$ cat src/rtl/data_mem_arbiter_pkg.sv
// Shared definitions for the data-memory arbiter: FSM state encoding,
// access-size codes and the layout of the latched transaction register.
package dmem_arb_pkg;

    typedef enum logic [1:0] {
        IDLE   = 2'd0,
        ACCESS = 2'd1,
        RESP   = 2'd2
    } state_e;

    localparam logic [2:0] SZ_B  = 3'b000;
    localparam logic [2:0] SZ_H  = 3'b001;
    localparam logic [2:0] SZ_W  = 3'b010;
    localparam logic [2:0] SZ_BU = 3'b100;
    localparam logic [2:0] SZ_HU = 3'b101;

    // One granted request as held for the duration of a transaction.
    typedef struct packed {
        logic [31:0] addr;
        logic [31:0] wdata;
        logic        we;
        logic [2:0]  size;
    } txn_t;

    // True when the access cannot be issued as-is: a halfword on an odd
    // address, a word not on a 4-byte boundary, or an undefined size code.
    function automatic logic misaligned(input logic [1:0] addr_lo,
                                        input logic [2:0] size);
        logic bad;
        case (size)
            SZ_B, SZ_BU: bad = 1'b0;
            SZ_H, SZ_HU: bad = addr_lo[0];
            SZ_W:        bad = (addr_lo != 2'b00);
            default:     bad = 1'b1;
        endcase
        return bad;
    endfunction

endpackage

$ cat src/rtl/data_mem_arbiter_rr_pick2.sv
// Two-requester picker: round-robin on ties, or fixed priority to
// requester 0 when fixed_prio is set. Purely combinational.
module rr_pick2 (
    input  logic req0,
    input  logic req1,
    input  logic last_gnt,
    input  logic fixed_prio,
    output logic gnt_valid,
    output logic gnt_id
);

    // On a tie pick the requester that was not granted last (or 0 under
    // fixed priority); otherwise the single requester wins.
    always_comb begin
        gnt_valid = req0 | req1;
        if (req0 && req1) begin
            gnt_id = fixed_prio ? 1'b0 : ~last_gnt;
        end else begin
            gnt_id = req1;
        end
    end

endmodule

$ cat src/rtl/data_mem_arbiter.sv
// Two-port arbiter/sequencer in front of the single-port DataMemory.
// Each access is a registered IDLE -> ACCESS -> RESP transaction.
// Optional feature macro: DMEM_ALIGN_CHECK_EN rejects misaligned or
// illegal-size requests straight to RESP with pN_err set.
module data_mem_arbiter
    import dmem_arb_pkg::*;
#(
    parameter int FIXED_PRIO = 0
) (
    input  logic        clk,
    input  logic        reset,

    input  logic        p0_req,
    input  logic [31:0] p0_addr,
    input  logic [31:0] p0_wdata,
    input  logic        p0_we,
    input  logic [2:0]  p0_size,
    output logic        p0_ack,
    output logic [31:0] p0_rdata,
    output logic        p0_err,

    input  logic        p1_req,
    input  logic [31:0] p1_addr,
    input  logic [31:0] p1_wdata,
    input  logic        p1_we,
    input  logic [2:0]  p1_size,
    output logic        p1_ack,
    output logic [31:0] p1_rdata,
    output logic        p1_err,

    output logic        busy,

    output logic [31:0] mem_access_addr,
    output logic [31:0] mem_in,
    output logic        mem_write_en,
    output logic        mem_read_en,
    output logic [2:0]  mem_data_size,
    input  logic [31:0] mem_out
);

    state_e      state_q;
    logic        last_gnt_q;
    logic        gnt_id_q;
    txn_t        txn_q;
    logic        ack0_q, ack1_q;
    logic        err0_q, err1_q;
    logic [31:0] rdata0_q, rdata1_q;

    logic        gnt_valid;
    logic        gnt_id;
    txn_t        txn_d;
    logic        reject_d;

    rr_pick2 u_pick (
        .req0       (p0_req),
        .req1       (p1_req),
        .last_gnt   (last_gnt_q),
        .fixed_prio (FIXED_PRIO != 0),
        .gnt_valid  (gnt_valid),
        .gnt_id     (gnt_id)
    );

    // Select the winning port's fields and decide whether it must be rejected.
    always_comb begin
        if (gnt_id) begin
            txn_d = '{addr: p1_addr, wdata: p1_wdata, we: p1_we, size: p1_size};
        end else begin
            txn_d = '{addr: p0_addr, wdata: p0_wdata, we: p0_we, size: p0_size};
        end
`ifdef DMEM_ALIGN_CHECK_EN
        reject_d = misaligned(txn_d.addr[1:0], txn_d.size);
`else
        reject_d = 1'b0;
`endif
    end

    // Transaction FSM: grant/latch in IDLE, one memory cycle, one ack cycle.
    always_ff @(posedge clk or posedge reset) begin
        if (reset) begin
            state_q    <= IDLE;
            last_gnt_q <= 1'b1;
            gnt_id_q   <= 1'b0;
            txn_q      <= '0;
            ack0_q     <= 1'b0;
            ack1_q     <= 1'b0;
            err0_q     <= 1'b0;
            err1_q     <= 1'b0;
            rdata0_q   <= '0;
            rdata1_q   <= '0;
        end else begin
            ack0_q   <= 1'b0;
            ack1_q   <= 1'b0;
            err0_q   <= 1'b0;
            err1_q   <= 1'b0;
            rdata0_q <= '0;
            rdata1_q <= '0;
            case (state_q)
                IDLE: begin
                    if (gnt_valid) begin
                        txn_q      <= txn_d;
                        gnt_id_q   <= gnt_id;
                        last_gnt_q <= gnt_id;
                        if (reject_d) begin
                            // Skip the memory cycle entirely; respond with err.
                            state_q <= RESP;
                            ack0_q  <= ~gnt_id;
                            ack1_q  <= gnt_id;
                            err0_q  <= ~gnt_id;
                            err1_q  <= gnt_id;
                        end else begin
                            state_q <= ACCESS;
                        end
                    end
                end
                ACCESS: begin
                    // Store commits at this edge; a load captures mem_out.
                    state_q <= RESP;
                    if (gnt_id_q) begin
                        ack1_q   <= 1'b1;
                        rdata1_q <= txn_q.we ? 32'd0 : mem_out;
                    end else begin
                        ack0_q   <= 1'b1;
                        rdata0_q <= txn_q.we ? 32'd0 : mem_out;
                    end
                end
                RESP: begin
                    state_q <= IDLE;
                end
                default: begin
                    state_q <= IDLE;
                end
            endcase
        end
    end

    // Memory side is live only during ACCESS, straight from the latched request,
    // so an asynchronous reset removes the write enable immediately.
    always_comb begin
        busy            = (state_q != IDLE);
        mem_access_addr = '0;
        mem_in          = '0;
        mem_write_en    = 1'b0;
        mem_read_en     = 1'b0;
        mem_data_size   = '0;
        if (state_q == ACCESS) begin
            mem_access_addr = txn_q.addr;
            mem_in          = txn_q.wdata;
            mem_write_en    = txn_q.we;
            mem_read_en     = ~txn_q.we;
            mem_data_size   = txn_q.size;
        end
    end

    assign p0_ack   = ack0_q;
    assign p1_ack   = ack1_q;
    assign p0_rdata = rdata0_q;
    assign p1_rdata = rdata1_q;
    assign p0_err   = err0_q;
    assign p1_err   = err1_q;

endmodule

$ cat config.mk
export PLATFORM = sky130hd
export DESIGN_NAME = data_mem_arbiter
export DESIGN_NICKNAME = d
export VERILOG_FILES = /design/src/rtl/data_mem_arbiter_pkg.sv /design/src/rtl/data_mem_arbiter_rr_pick2.sv /design/src/rtl/data_mem_arbiter.sv
export SDC_FILE = /design/constraint.sdc
export NUM_CORES = 1
export LEC_CHECK = 0
export ABC_AREA = 1
export ABC_CLOCK_PERIOD_IN_PS = 9500
export CAP_MARGIN = 20
export CORE_ASPECT_RATIO = 0.6
export CORE_MARGIN = 2
export CORE_UTILIZATION = 45
export CTS_CLUSTER_DIAMETER = 150
export DETAILED_ROUTE_END_ITERATION = 7
export GPL_TIMING_DRIVEN = 0
export HOLD_SLACK_MARGIN = 0.02
export PLACE_DENSITY = 0.84
export SLEW_MARGIN = 25
export SYNTH_ARGS = -nofsm -noshare
export SYNTH_HDL_FRONTEND = slang
export SYNTH_SLANG_ARGS = --single-unit
$ cat constraint.sdc
create_clock -name clk -period 9.5 [get_ports clk]
set_input_delay 2.85 -clock clk [delete_from_list [all_inputs] [get_ports clk]]
set_output_delay 2.85 -clock clk [all_outputs]
set_load 0.1 [all_outputs]
* Word level (Yosys, flattened, before mapping) *
Cells that the tools add are included.

word-level totals
  register bits after elaboration = 138
  bits in latches = 0
  memory bits (writable) = 0
  bits in read-only memories = 0
  input port bits = 172
  output and inout port bits = 138
  word-level logic and storage cells = 38
  memories kept = 0

cells by class
  $add $sub $neg = 0
  multipliers = 0
  div/mod/pow operators = 0
  order comparisons = 0
  equality and inequality tests = 2
  shifts and indexed selects = 0
  muxes and demuxes = 18
  bitwise gates (word level) = 3
  reduce and logical (&&, ||, !) cells = 4

operators by type and width
  cell                  number
  $mux W32              7
  $mux W68              1
  $mux W1               7
  $pmux W2 S2           1
  $mux W3               1
  $eq A2 B1 Y1 const B  1
  $logic_not A2 Y1      1
  $mux W2               1
  $ne A2 B2 Y1 const B  1
  $not A1 Y1            2
  $reduce_and A2 Y1     1
  $reduce_bool A2 Y1    1
  $logic_and A1 B1 Y1   1
  $or A1 B1 Y1          1

* Logic depth before layout (Yosys ltp) *
Gate-level depths: netlist of the first run.

  depth after elaboration = 3
  mapped depth = 8
  gate-level depth less buffers = 6

* By module *
A second synthesis of the first run with hierarchy kept.

unflattened totals
  cells, all modules = 855
  area total of the unflattened synthesis = 6244.7 µm²

by module, submodules not included
  module            times used  cells an instance  area each (µm²)  sequential area each (µm²)
  data_mem_arbiter  1           848                6208.5           3454.6
  rr_pick2          1           7                  36.3             0.0

* Worst setup path before layout of the first run *
OpenSTA, ideal clock, no wires.

  kind = reg2out
  from = register state_q[1]
  to = output mem_access_addr[21]
  arrival = 2.233 ns
  data required time = 6.650 ns
  slack = 4.417 ns
  stages on the path, launching flop included = 6
  path buffers = 2
  cells stage by stage = dfrtp_1 -> nor2_1 -> inv_2 -> buf_2 -> buf_2 -> nor2_1

between the ends
  cells in the longest elaborated chain, start to end = 2

ends and longest elaborated chain
  item                      line                     text
  start: declaration        data_mem_arbiter.sv:41   state_e state_q;
  start signal: assignment  data_mem_arbiter.sv:80   state_q <= IDLE;
  start signal: assignment  data_mem_arbiter.sv:105  state_q <= RESP;
  start signal: assignment  data_mem_arbiter.sv:111  state_q <= ACCESS;
  $eq A2 B1 Y1              data_mem_arbiter.sv:145  if (state_q == ACCESS) begin
  $mux W32                  data_mem_arbiter.sv:145
  end: declaration          data_mem_arbiter.sv:33   output logic [31:0] mem_access_addr,

No other way between the ends.

* Worst setup path after layout of the first run *
  from = register state_q[1]
  to = output mem_access_addr[30]

The elaborated chain is that of the path after synthesis.

==> results.ini, run 1 <==
[run_status]
status = finished, final reports clean

[flow_run]
maxCapViolations = 0

[setup_path]
crit_end = mem_access_addr[30]
critical-path-top-delay-family = buffers and inverters
timing.rr.start = last_gnt_q$_DFFE_PP1P_
endpoint_kind = output pin
max_stage_delay_ns = 1.17
cp.depth = 6
rr_worst_depth = 7
startpoint = state_q[1]$_DFFE_PP0P_
path_max_fanout = 10
crit_path_start_kind = register
cp.required_ns = 6.65
cp_cell_sequence = nor2_1 > inv_2 > buf_2 > buf_2 > nor2_1 > clkdlybuf4s50_1
crit_path_top_delay_cell = clkdlybuf4s50_1
r2r_end = txn_q[53]$_DFFE_PP0P_
path_buf_inv = 4
arrival_ns = 2.95
crit_type = reg2out
reg2reg_slack_ns = 7.64

[yosys]
yosysTopAreaCell = dfrtp_1
synth_cell_types = 16
synth_area_um2 = 6640
ys_seq_area_frac = 0.520
ys_seq_elements = 138
synth_top_area_frac = 0.516
syn_inst = 923
syn_area_per_cell_um2 = 7.20
ys.warnings.count = 0
synth.area.top_cells = dfrtp_1 (52%), nand2_1 (14%), inv_1 (12%)

[layout]
drive_gt1_frac = 0.0554
final_cells = 1461
layout_common_cells = clkdlybuf4s50_1 (306), nand2_1 (244), inv_1 (210), dfrtp_1 (137), nand3_1 (136)
fin_nets = 1422
area_growth_pct = 59.4
final_common_cell = clkdlybuf4s50_1
antennaDiodeCount = 0
post-route-util = 0.732

[global_route]
grt_pass1_vias = 6616
grt_max_degree = 74
grt_use_total = 0.271
grt_overflow = 0
antenna_found_initial = 0
grt_pass1_wl_mm = 33.5

[floorplanning]
initial_core_util = 0.459
die_area_um2 = 15800
die_y_um = 98.1
die_w_um = 161
io_pins = 310
core_um2 = 14500
rows = 34

[placement]
io_buffer_count = 306
dp_hpwl_mm = 16.0
gp_congestion = 0.903
place_ws_ns = 4.12
dp_cells = 1429

[clock_tree]
hold_buffers = 0
cts-root-buf = clkbuf_16
clkTransAtPathRegs_ns = 0.06
cts_buffer_depth = 2
clk_latency_ns = 0.41
htreeDepth = 4
cts_tree = done
numCtsBuffers = 17
ctsResizeCount = 0
clock-sinks = 138
cts_setup_buffers = 0

[sta]
clock.fmax_ghz = 0.172
report.final.slew_viol_count = 0
fin_skew_ns = 0.0109
min_period_ns = 5.80
setup_viol = 0
tightest_slew_ns = 1.08
setup_tns_ns = 0
max_slew_margin = 0.281
hold_viol = 0
setup_slack_ns = 3.70
fin_hold_ws_ns = 0.468
rsz0062_at_grt = no
post-route-period-util = 0.611

[routing]
post_drt_via_cell_ratio = 4.64
wirelength_mm = 21.1
drt_pre_antenna_iters = 5
drt-initial-drc-count = 525
ant_nets = 0
drc_errors = 0
wl_per_cell_um = 14.4
vias = 6776

[min_path]
worstHoldPathType = reg2reg

[pwr]
p_per_area_nw_per_um2 = 354
ir_drop_mv = 0.221
leakage_nw = 5.65

==> cell usage after synthesis <==
cell      count
buf_1         1
buf_2        26
buf_4         3
buf_6         2
clkbuf_1     22
conb_1        1
dfrtp_1     137
dfstp_2       1
inv_1       211
inv_2         2
nand2_1     244
nand3_1     136
nor2_1      134
nor2_2        1
nor2_4        1
o21ai_0       1
==> per-stage QoR <==
stage / total power, mW / instance area [um^2]
global route: 3.94 / 10600
finish: 3.75 / 10600
detailed placement: 3.09 / 9990
floorplan: 2.51 / 6650
CTS: 3.76 / 10600
global placement: 3.05 / 9960
==> routing by layer <==
metal	up-vias	wire, um	track usage
met4	0	300	0.0707
met5	-	0	0
li1	3327	-	-
met3	29	1720	0.0697
met2	274	10100	0.452
met1	3146	8880	0.355
==> power breakdown <==
part / internal, mW / switching [mW] / total (mW) / leakage (nW)
logic: 0.515 / 1.68 / 2.20 / 3.58
registers: 0.788 / 0.0956 / 0.884 / 1.78
clock network: 0.376 / 0.291 / 0.667 / 0.287
total: 1.68 / 2.07 / 3.75 / 5.65
==> how the worst min path moves through the flow <==
stage	endpoint	slack, ns	cells past startpoint	startpoint
6_report	last_gnt_q$_DFFE_PP1P_	0.47	2	last_gnt_q$_DFFE_PP1P_
5_1_grt	last_gnt_q$_DFFE_PP1P_	0.47	2	last_gnt_q$_DFFE_PP1P_
3_3_place_gp	last_gnt_q$_DFFE_PP1P_	0.45	2	last_gnt_q$_DFFE_PP1P_
3_5_place_dp	last_gnt_q$_DFFE_PP1P_	0.46	2	last_gnt_q$_DFFE_PP1P_
4_1_cts	last_gnt_q$_DFFE_PP1P_	0.47	2	last_gnt_q$_DFFE_PP1P_
2_1_floorplan	last_gnt_q$_DFFE_PP1P_	0.44	2	last_gnt_q$_DFFE_PP1P_
==> sequential cells by signal (all words and copies together) (netlist names) <==
register / flops
gnt_id_q: 1
p0_rdata: 32
p1_ack: 1
p0_ack: 1
last_gnt_q: 1
p1_rdata: 32
state_q: 2
txn_q: 68
==> area by class of cell <==
class / instances / area [um^2]
clock inverter: 15 / 173
buffer: 54 / 262
timing repair buffer: 307 / 3090
multi-input combinational: 519 / 2130
sequential: 138 / 3450
tap: 198 / 248
clock buffer: 17 / 425
fill: 1119 / 3870
inverter: 213 / 807
==> cell families (layout without fill, tap and decap cells) <==
group	count (synthesis)	in the layout	share of synthesized area
AOI/OAI and AO/OA	1	1	0.000753
buffers and inverters	267	606	0.160
DFF	138	138	0.520
other	1	2	0.000565
and+or+nand+nor	516	516	0.319
==> tightest hold or removal path, delay by kind of cell (launching register included) <==
kind / cells / cell delay, ns
flops: 1 / 0.37
simple gates: 2 / 0.10
Power figures use the tool's default switching activity.
==> run 2: changes to the inputs <==
ABC_CLOCK_PERIOD_IN_PS = 5100   (was 9500)
CORE_UTILIZATION = 38   (was 45)
PLACE_DENSITY = 0.75   (was 0.84)
clock period = 5.1 ns   (was 9.5 ns; I/O delays follow)
==> results.ini, run 2 (synthesis results as in run 1) <==
[sta]
tightest_slew_ns = 1.03  ; -0.0447 ns
min_period_ns = 4.41
max_slew_margin = 0.311  ; +0.0299
post-route-period-util = 0.865
setup_slack_ns = 0.687  ; -3.01 ns
fin_skew_ns = 0.0110  ; +0.000112 ns
setup_viol = 0  ; unchanged
rsz0062_at_grt = no
clock.fmax_ghz = 0.227
hold_viol = 0  ; unchanged
setup_tns_ns = 0  ; unchanged
report.final.slew_viol_count = 0  ; unchanged

[layout]
drive_gt1_frac = 0.0577  ; +0.00224
area_growth_pct = 61.3
antennaDiodeCount = 0  ; unchanged
regMostFlops = txn_q
largest_reg_flops = 68  ; unchanged
fin_nets = 1425  ; +0.21%
layout_common_cells = clkdlybuf4s50_1 (306), nand2_1 (244), inv_1 (210), dfrtp_1 (137), nand3_1 (136)
post-route-util = 0.625  ; -0.107
final_common_cell = clkdlybuf4s50_1

[global_route]
grt_use_total = 0.233  ; -0.0377
antenna_found_initial = 0  ; unchanged
grt_overflow = 0  ; unchanged
grt_pass1_vias = 6599  ; -0.26%
grt_pass1_wl_mm = 33.7  ; +0.58%
grt_max_degree = 33  ; -55%

[placement]
gp_congestion = 0.898  ; -0.55%
io_buffer_count = 306  ; unchanged
dp_hpwl_mm = 16.1  ; +0.49%
place_ws_ns = 1.09  ; -3.02 ns

[floorplanning]
initial_core_util = 0.388  ; -0.0714
die_area_um2 = 18600  ; +18%
rows = 37  ; +8.8%
die_y_um = 106  ; +8.5%
io_pins = 310  ; unchanged
die_w_um = 175  ; +8.6%
core_um2 = 17100  ; +18%

[min_path]
worstHoldPathType = reg2reg
min_path_cells = 2  ; unchanged

[pwr]
power_mw = 7.03  ; +87%
p_per_area_nw_per_um2 = 656  ; +85%
ir_drop_mv = 0.479  ; +120%
leakage_nw = 5.68  ; +0.57%

[setup_path]
arrival_ns = 2.88  ; -0.07 ns
rr_worst_depth = 7  ; unchanged
endpoint_kind = output pin
path_max_fanout = 10  ; unchanged
crit_type = reg2out
crit_path_start_kind = register
crit_path_top_delay_cell = clkdlybuf4s50_1
cp.required_ns = 3.57  ; -3.08 ns
cp_cell_sequence = nor2_1 > inv_2 > buf_2 > buf_2 > nor2_1 > clkdlybuf4s50_1
max_stage_delay_ns = 1.14  ; -0.03 ns

[routing]
post_drt_via_cell_ratio = 4.43  ; -4.6%
ant_nets = 0  ; unchanged
drt-initial-drc-count = 378  ; -28%
wl_per_cell_um = 14.0  ; -2.5%
vias = 6640  ; -2.0%
wirelength_mm = 21.1  ; about the same
drt_pre_antenna_iters = 6  ; +1
drc_errors = 0  ; unchanged

[clock_tree]
clock-sinks = 138  ; unchanged
hold_buffers = 0  ; unchanged
cts-root-buf = clkbuf_16
htreeDepth = 4  ; unchanged
cts_setup_buffers = 0  ; unchanged
clkTransAtPathRegs_ns = 0.06  ; about the same
cts_buffer_depth = 2  ; unchanged
clk_latency_ns = 0.42  ; about the same
numCtsBuffers = 17  ; unchanged
ctsResizeCount = 0  ; unchanged
cts_tree = done

[flow_run]
maxCapViolations = 0  ; unchanged

[run_status]
status = finished, final reports clean

[run 2: stage by stage]
stage          std cells  area, um^2  hold slack, ns
2_1_floorplan        924        6650           0.442
6_report            1500       10700           0.470
3_5_place_dp        1468       10100           0.464
5_1_grt             1500       10700           0.487
3_3_place_gp        1464       10000           0.455
4_1_cts             1500       10700           0.473
[run 2: layout make-up]
type / instances / area [um^2]
Fill cell: 1518 / 6420
Sequential cell: 138 / 3450
Timing Repair Buffer: 310 / 3150
Multi-Input combinational cell: 519 / 2130
Inverter: 213 / 803
Clock buffer: 17 / 425
Tap cell: 234 / 293
Buffer: 54 / 262
Clock inverter: 15 / 194
[run 2: power by group]
group,switching (mW),internal (mW)
logic,3.13,0.964
clock network,0.543,0.748
registers,0.178,1.47
total,3.85,3.18
[run 2: worst paths after layout]
| kind | endpoint | startpoint | slack, ns |
|---|---|---|---|
| setup / recovery | mem_access_addr[28] | state_q[1]$_DFFE_PP0P_ | 0.69 |
| hold / removal | last_gnt_q$_DFFE_PP1P_ | last_gnt_q$_DFFE_PP1P_ | 0.47 |
| setup reg to reg | txn_q[53]$_DFFE_PP0P_ | last_gnt_q$_DFFE_PP1P_ | 3.15 |
| hold reg to reg | last_gnt_q$_DFFE_PP1P_ | last_gnt_q$_DFFE_PP1P_ | 0.47 |
| max in group asynchronous | txn_q[7]$_DFFE_PP0P_ | reset | 2.74 |
| min in group asynchronous | txn_q[51]$_DFFE_PP0P_ | reset | 1.58 |
[run 2: layer usage]
layer | GRT usage | wire length (um) | part of all wire | up-vias
li1 | - | - | - | 3333
met1 | 0.310 | 9590 | 0.46 | 3045
met2 | 0.375 | 9550 | 0.45 | 245
met3 | 0.0715 | 1710 | 0.081 | 17
met4 | 0.0530 | 221 | 0.010 | 0
met5 | 0 | 0 | 0 | -
[run 2: worst max-delay path, delay by kind of cell (launching register included)]
family | cells | cell delay [ns]
AND/OR/NAND/NOR | 2 | 0.35
flip-flops | 1 | 0.37
buffers and inverters | 4 | 1.74
==> run 3: changes to the inputs <==
CORE_ASPECT_RATIO = not set   (was 0.6)
CORE_UTILIZATION = 37   (was 38)
SYNTH_HIERARCHICAL = 1   (was not set)
==> results.ini, run 3 <==
[global_route]
grt_overflow = 0  ; unchanged
grt_pass1_vias = 6126  ; -7.2%
grt_pass1_wl_mm = 30.6  ; -9.1%
antenna_found_initial = 0  ; unchanged
grt_max_degree = 36  ; +9.1%
grt_use_total = 0.218  ; -0.0151

[yosys]
synth_ff_type = dfrtp_1
ys.warnings.count = 6  ; +6
async_flop_share = 1.00  ; unchanged
synth_area_um2 = 6240  ; -6.0%
syn_area_per_cell_um2 = 7.30  ; +1.5%
yosysTopAreaCell = dfrtp_1
ys_seq_elements = 138  ; unchanged
synth_cell_types = 16  ; unchanged
synth.area.top_cells = dfrtp_1 (55%), nand2_1 (27%), nor2_1 (8.1%)
synth-edff-count = 0  ; unchanged
ys_seq_area_frac = 0.553  ; +0.0330
synth_top_area_frac = 0.549  ; +0.0328
yosysMostFrequentCell = nand2_1
synth_common_cells = nand2_1 (451), dfrtp_1 (137), nor2_1 (134)
syn_inst = 855  ; -7.4%

[setup_path]
timing.rr.start = last_gnt_q$_DFFE_PP1P_
path_max_fanout = 10  ; unchanged
path_buf_inv = 4  ; unchanged
cpMostUsedCell = buf_2
crit_path_top_delay_cell = clkdlybuf4s50_1
arrival_ns = 2.84  ; -0.04 ns
endpoint_kind = output pin
crit_type = reg2out
cp_cell_sequence = nor2_4 > inv_2 > buf_2 > buf_2 > nor2_1 > clkdlybuf4s50_1
startpoint = state_q[1]$_DFFE_PP0P_
crit_path_start_kind = register
critical-path-top-delay-family = buffers and inverters
cp.required_ns = 3.57  ; about the same
max_stage_delay_ns = 1.15  ; about the same

[pwr]
p_per_area_nw_per_um2 = 645  ; -1.6%
ir_drop_mv = 0.340  ; -29%
leakage_nw = 5.29  ; -6.9%

[sta]
setup_viol = 0  ; unchanged
tightest_slew_ns = 1.05  ; +0.0216 ns
hold_viol = 0  ; unchanged
max_slew_margin = 0.296  ; -0.0144
setup_tns_ns = 0  ; unchanged
fin_hold_ws_ns = 0.477  ; +0.00665 ns
clock.fmax_ghz = 0.229  ; +1.1%
min_period_ns = 4.37  ; -0.0473 ns
fin_skew_ns = 0.0104  ; -0.000607 ns
post-route-period-util = 0.856  ; -0.00927
rsz0062_at_grt = no
report.final.slew_viol_count = 0  ; unchanged

[clock_tree]
htreeDepth = 4  ; unchanged
clk_latency_ns = 0.41  ; about the same
hold_buffers = 0  ; unchanged
cts_buffer_depth = 2  ; unchanged
cts_setup_buffers = 0  ; unchanged
clock-sinks = 138  ; unchanged
cts-root-buf = clkbuf_16
clkTransAtPathRegs_ns = 0.06  ; about the same
cts_tree = done
ctsResizeCount = 0  ; unchanged
numCtsBuffers = 17  ; unchanged

[min_path]
worstHoldPathType = reg2reg
hp-start = txn_q[66]$_DFFE_PP0P_

[placement]
io_buffer_count = 307  ; +0.33%
gp_congestion = 0.834  ; -7.1%
dp_hpwl_mm = 14.9  ; -7.2%

[floorplanning]
io_pins = 310  ; unchanged
rows = 47  ; +27%
die_area_um2 = 17900  ; -3.5%
die_y_um = 134  ; +26%
die_w_um = 134  ; -23%
core_um2 = 16500  ; -3.5%
initial_core_util = 0.378  ; -0.00982

[routing]
vias = 6120  ; -7.8%
drt_pre_antenna_iters = 5  ; -1
post_drt_via_cell_ratio = 4.31  ; -2.6%
drc_errors = 0  ; unchanged
ant_nets = 0  ; unchanged
wl_per_cell_um = 13.5  ; -3.6%
wirelength_mm = 19.2  ; -8.7%
drt-initial-drc-count = 212  ; -44%

[layout]
final_common_cell = nand2_1
layout_common_cells = nand2_1 (451), clkdlybuf4s50_1 (307), dfrtp_1 (137), nor2_1 (134), inv_1 (74)
largest_reg_flops = 68  ; unchanged
fin_nets = 1359  ; -4.6%
register_area_um2 = 3450  ; unchanged
drive_gt1_frac = 0.0683  ; +0.0107
multi_input_area_um2 = 2260  ; +6.1%
regMostFlops = txn_q
antennaDiodeCount = 0  ; unchanged
area_growth_pct = 64.7
fillers = 1490  ; -1.8%

[flow_run]
maxCapViolations = 0  ; unchanged

[run_status]
status = finished, final reports clean

==> run 3: cell count changes after synthesis, moves of 2 or more <==
cell      before  now
buf_2         26   29
buf_4          3    7
clkbuf_1      22    9
inv_1        211   75
nand2_1      244  451
nand3_1      136    1
nor2_4         1    3
==> run 3: layout make-up <==
type | count | area share
flip-flops and latches | 138 | 0.336
repair buffers | 311 | 0.307
multi-input cells | 594 | 0.220
clock buffers | 18 | 0.0427
inverters | 78 | 0.0288
well taps | 220 | 0.0268
plain buffers | 47 | 0.0240
clock inverters | 14 | 0.0157
==> run 3: through the flow <==
step	util	cell area, um^2	power [mW]	setup WS [ns]	cells
floorplan	-	6260	4.42	1.39	857
global placement	0.581	9600	5.39	0.650	1384
detailed placement	0.586	9680	5.44	1.15	1388
CTS	0.622	10300	6.70	0.683	1420
global route	0.622	10300	6.99	0.589	1420
finish	0.622	10300	6.64	0.734	1420
==> run 3: routing by layer <==
metal | vias up | track usage | routed length (um)
met4 | 0 | 0.0839 | 544
met2 | 221 | 0.381 | 9550
li1 | 3136 | - | -
met3 | 34 | 0.0563 | 1490
met5 | - | 0 | 0
met1 | 2729 | 0.257 | 7640
==> run 3: kinds of logic after synthesis <==
logic type	count (synthesis)	share of synthesized area
buf+inv	125	0.0864
simple gates	591	0.360
other cells	1	0.000601
flops	138	0.553
==> run 3: report_power, final <==
| group | total [mW] | switching (mW) | internal [mW] |
|---|---|---|---|
| clock | 1.24 | 0.491 | 0.746 |
| combinational | 3.78 | 2.89 | 0.889 |
| sequential | 1.62 | 0.170 | 1.45 |
| total | 6.64 | 3.55 | 3.09 |
==> run 3: worst paths after layout <==
path | to | slack, ns | cells after the start
worst max-delay path | mem_access_addr[21] | 0.73 | 6
worst min-delay path | txn_q[66]$_DFFE_PP0P_ | 0.48 | 2
worst max register to register | txn_q[0]$_DFFE_PP0P_ | 3.45 | 11
worst min register to register | txn_q[66]$_DFFE_PP0P_ | 0.48 | 2
max in group asynchronous | p0_rdata[13]$_DFF_PP0_ | 2.88 | 4
min in group asynchronous | txn_q[26]$_DFFE_PP0P_ | 1.48 | 2
==> run 3: worst min-delay path, cell delays in order, from the launching register on <==
cell and delay, ns:
dfrtp_1 0.34, nand2_1 0.05, nand2_1 0.05
==> variant 1: new RTL, config.mk and constraints of run 2 <==
Build with the macro `DMEM_ALIGN_CHECK_EN` defined.
--- a/src/rtl/data_mem_arbiter.sv
+++ b/src/rtl/data_mem_arbiter.sv
@@ -2,6 +2,8 @@
 // Each access is a registered IDLE -> ACCESS -> RESP transaction.
 // Optional feature macro: DMEM_ALIGN_CHECK_EN rejects misaligned or
 // illegal-size requests straight to RESP with pN_err set.
+`define DMEM_ALIGN_CHECK_EN
+
 module data_mem_arbiter
     import dmem_arb_pkg::*;
 #(
Formal check against the unedited RTL: not equivalent (a bounded check fails within 4 cycles, from zero or initial values and one cycle with reset high).
==> variant 1 against run 2 <==
Highest routed layer unchanged. Sequential cell count increased by 2. Largest power group unchanged. Utilization up 4.2 points. Die area shrank 13%. Setup slack got worse by 0.065 ns. Largest cell class unchanged. Area after synthesis down 13%. Final cell count decreased by 20%. Design area down 8.9%. Routed wire length fell by 11%. Total power decreased by 24%.
==> variant 1: results (changes against run 2) <==
Max H-tree Level 4 (unchanged); vias per cell 4.565 (was 4.427); vias in the first global route 5484 (was 6599); first-pass GRT wire length 29600 um (was 33710 um); initial antenna violation count 0 (unchanged); Syn Nets 830; ant diodes 0 (unchanged); Synth Flop Type dfrtp_1 (unchanged); Worst Hold Path Cells 2 (unchanged); MaxCap Viol Count 0 (unchanged); Yosys warning total 0 (unchanged); status completed (unchanged); Slew headroom 28.37% (was 31.05%); share of layout cells above drive strength 1 5.384% (was 5.766%); reg2reg end txn_q[65] (was txn_q[53]); skew final 0.01085 ns (was 0.01101 ns); Critical Path Source Type flip-flop (unchanged); P_leak 0.004380 uW (was 0.005684 uW); cells on worst reg2reg path 7 (unchanged); Crit. Startpoint state_q[1] (unchanged); worst flop-to-flop path startpoint last_gnt_q (unchanged); 1st-iter DRT viols 389 (was 378); Final Net Count 1162 (was 1425); flop2flop setup slack 3.34 ns (was 3.15 ns); Detail Placement HPWL 14530 um (was 16050 um); Post-Syn Area per Cell 8.756 sq um (was 7.195 sq um); drt total wl 18700 um (was 21070 um); Clk Latency, worst-skew pair 0.40 ns (was 0.42 ns); cts bufs inserted 17 (unchanged); Post-synth top cells nand2_1, dfrtp_1, nor2_1 (was nand2_1, inv_1, dfrtp_1); largest net degree at the start of global routing 32 (was 33); worst hold path type flip-flop to flip-flop (unchanged); GP Congestion 0.8439 (was 0.8979); CTS clk-pin slew, worst paths 0.06 ns (about the same); Yosys cell types 17 (was 16); hold_sp last_gnt_q (unchanged); Biggest register txn_q (unchanged); Net Sw Power 2533 uW (was 3847 uW); Port Buffers 309 (was 306); Peak supply drop 0.2549 mV (was 0.4791 mV); sequential-to-total area share from yosys stat 60.83% (was 52.02%); DR WL/cell 15.57 um (was 14.05 um); gr usage total 23.85% (was 23.29%); Routed Antenna Nets 0 (unchanged); top post-synthesis cells by area dfrtp_1, nand2_1, nor2_1 (was dfrtp_1, nand2_1, inv_1); postcts setup bufs 0 (unchanged); crit path DAT 2.95 ns (was 2.88 ns)
==> variant 1: cell count changes after synthesis, moves of 2 or more <==
cell	delta
nor2_1	+5
o21ai_0	+6
dfrtp_1	+2
o211ai_1	+63
nand2_1	-60
buf_6	-2
inv_1	-136
nand3_1	-129
buf_2	-19
buf_4	+3
==> variant 1: critical path: stages (launching register included) <==
cell	delay [ns]
dfrtp_1	0.39
nor2_1	0.20
inv_2	0.13
clkbuf_1	0.31
nor2_1	0.31
clkdlybuf4s50_1	1.20
==> variant 1: final cells by class <==
| class | count | area (sq um) |
|---|---|---|
| Timing Repair Buffer | 313 | 3173 |
| Clock buffer | 18 | 429.2 |
| Clock inverter | 14 | 147.6 |
| Fill cell | 1250 | 4871 |
| Tap cell | 198 | 247.7 |
| Buffer | 36 | 166.4 |
| Sequential cell | 140 | 3505 |
| Multi-Input combinational cell | 404 | 1798 |
| Inverter | 78 | 296.5 |
==> variant 1: cell families (layout without fill, tap and decap cells) <==
family	after synthesis	in the layout	synth area share, %
AO/OA/AOI/OAI	71	71	8.903
flip-flops	140	140	60.83
AND/OR/NAND/NOR	333	333	22.30
buffers and inverters	114	459	7.969
==> variant 1: power groups by stage <==
stage / Combinational, uW / Clock (uW) / Sequential [uW]
2_1_floorplan: 1560 / 0 / 1880
3_3_place_gp: 2610 / 0 / 1540
3_5_place_dp: 2630 / 0 / 1550
4_1_cts: 2640 / 1230 / 1530
5_1_grt: 2830 / 1290 / 1560
6_report: 2620 / 1210 / 1530
==> variant 1: through the flow <==
stage	hold slack (ns)	cell area (sq um)	util [%]	setup WS, ns	total power [uW]
finish	0.4718	9763	66.72	0.6220	5356
global placement	0.4578	9106	62.23	0.5562	4147
detailed placement	0.4685	9186	62.77	1.021	4176
global route	0.4834	9763	66.72	0.4457	5678
floorplan	0.4439	5766	-	1.477	3445
CTS	0.4771	9763	66.72	0.5765	5401
==> variant 1: worst max path at each step <==
stage	to	slack, ns
after global routing	mem_data_size[0]	0.45
final	mem_read_en	0.62
after global placement	txn_q[53]	0.56
after CTS	mem_read_en	0.58
after floorplan	mem_access_addr[22]	1.48
after detailed placement	mem_data_size[0]	1.02
==> variant 1: routing by layer <==
layer | wire (um) | part of all wire, % | global-route usage (%)
met5 | 0 | 0 | 0
met4 | 254 | 1.4 | 5.990
met3 | 1660 | 8.9 | 7.339
met2 | 8533 | 46 | 37.97
met1 | 8255 | 44 | 32.10
==> variant 2: new RTL, flow settings as in run 2 <==
Made on the original files. Reset style: synchronous (`reset`), changed in one clocked block. Comments in the files are not updated.
--- a/src/rtl/data_mem_arbiter.sv
+++ b/src/rtl/data_mem_arbiter.sv
@@ -75,7 +75,7 @@
     end
 
     // Transaction FSM: grant/latch in IDLE, one memory cycle, one ack cycle.
-    always_ff @(posedge clk or posedge reset) begin
+    always_ff @(posedge clk) begin
         if (reset) begin
             state_q    <= IDLE;
             last_gnt_q <= 1'b1;
Check against the original RTL: differs if reset is asserted again (counterexample within 4 cycles, from zero or initial values and one cycle with reset high); with reset held inactive, the same outputs for 10 cycles.
==> variant 2 against run 2 <==
Critical path depth is 1 lower. Worst hold slack better by 0.0096 ns. Critical path type unchanged. Routed wire length is 4.7% higher. Design area is 3.8% lower. Area after synthesis is 4.4% lower. Setup slack better by 0.19 ns. Fmax is 4.6% higher. Synthesized cell count is 2.2% higher. Sequential cell count stayed put.
Power is not compared: it rests on default switching activity, and its combinational part moved more than twofold at a synthesized area within 25%.
==> variant 2: results (changes against run 2) <==
Logic inverters 106 (was 213); Slew headroom 30.09% (was 31.05%); # fillers 1477 (was 1518); Detail Placement HPWL 17030 um (was 16050 um); Port Buffers 307 (was 306); vias in the first global route 6550 (was 6599); sequential-to-total area share from yosys stat 43.50% (was 52.02%); Multi-input gate area 0.002818 sq mm (was 0.002130 sq mm); Final Net Count 1442 (was 1425); ys async rst share 0% (was 100.0%); first-pass GRT wire length 34000 um (was 33710 um); skew final 0.01147 ns (was 0.01101 ns); final-layout clock-cell area share 5.709% (was 5.782%); GP Congestion 0.8444 (was 0.8979); hold_sp last_gnt_q (unchanged); Hold EP last_gnt_q (unchanged); Layout area overhead 62.19% (was 61.28%); clock-net power 1250 uW; Signal buf overhead 33.49% (was 31.85%); Cell Area, Placed 0.009713 sq mm (was 0.01009 sq mm); DR WL/cell 14.60 um (was 14.05 um); non-clock buffer total of the final layout 380 (was 364); number of iterations in the first detailed-routing pass 5 (was 6); post-route cell area 0.01030 sq mm (was 0.01071 sq mm); CTS clk-pin slew, worst paths 0.06 ns (about the same); #MultiIn Comb 627 (was 519); Yosys cell types 20 (was 16); status completed (unchanged); flop2flop setup slack 3.59 ns (was 3.15 ns); 1st-iter DRT viols 407 (was 378); cells on worst reg2reg path 8 (was 7); share of layout cells above drive strength 1 7.020% (was 5.766%); vias per cell 4.536 (was 4.427); gr usage total 24.52% (was 23.29%); reg2reg end txn_q[31] (was txn_q[53]); peak fanout along the critical path 10 (unchanged); Cells after Synth 943 (was 923); Post-synth top cells nand2_1, nor2_1, dfxtp_1 (was nand2_1, inv_1, dfrtp_1); largest net degree at the start of global routing 17 (was 33); worst flop-to-flop path startpoint state_q[0] (was last_gnt_q); area taken by flip-flops and latches 0.002763 sq mm (was 0.003455 sq mm); routed vias 6850 (was 6640); top post-synthesis cells by area dfxtp_1, nand2_1, nor2_1 (was dfrtp_1, nand2_1, inv_1); crit path DAT 2.69 ns (was 2.88 ns); final hold slack 0.4797 ns (was 0.4701 ns); DP Worst Slack 1.292 ns (was 1.092 ns)
## variant 2: cell types whose count changed after synthesis, sizes merged, moves of 64 or more
| cell | run 2 | this run |
|---|---|---|
| inv | 213 | 106 |
| nand3 | 136 | 70 |
| nor3 | 0 | 64 |
| a21boi | 0 | 68 |
| dfxtp | 0 | 138 |
| dfrtp | 137 | 0 |
| nor2 | 136 | 210 |
## variant 2: metal layers
metal  wire length, um  vias to the layer above  GRT usage [%]
li1                  -                     3532              -
met1             10090                     3059          31.69
met2              9710                      238          39.85
met5                 0                        -              0
met3              2018                       21          8.257
met4               232                        0          5.085
## variant 2: worst max-delay path by stage
stage                     startpoint  slack (ns)  cells past startpoint                  end
final                     state_q[0]        0.88                      5  mem_access_addr[24]
after global routing      state_q[0]        0.76                      5  mem_access_addr[30]
after CTS                 state_q[0]        0.86                      5  mem_access_addr[24]
after detailed placement  state_q[0]        1.29                      5  mem_access_addr[24]
after global placement    state_q[0]        1.29                      5  mem_access_addr[24]
after floorplan           state_q[0]        1.54                      4  mem_access_addr[21]
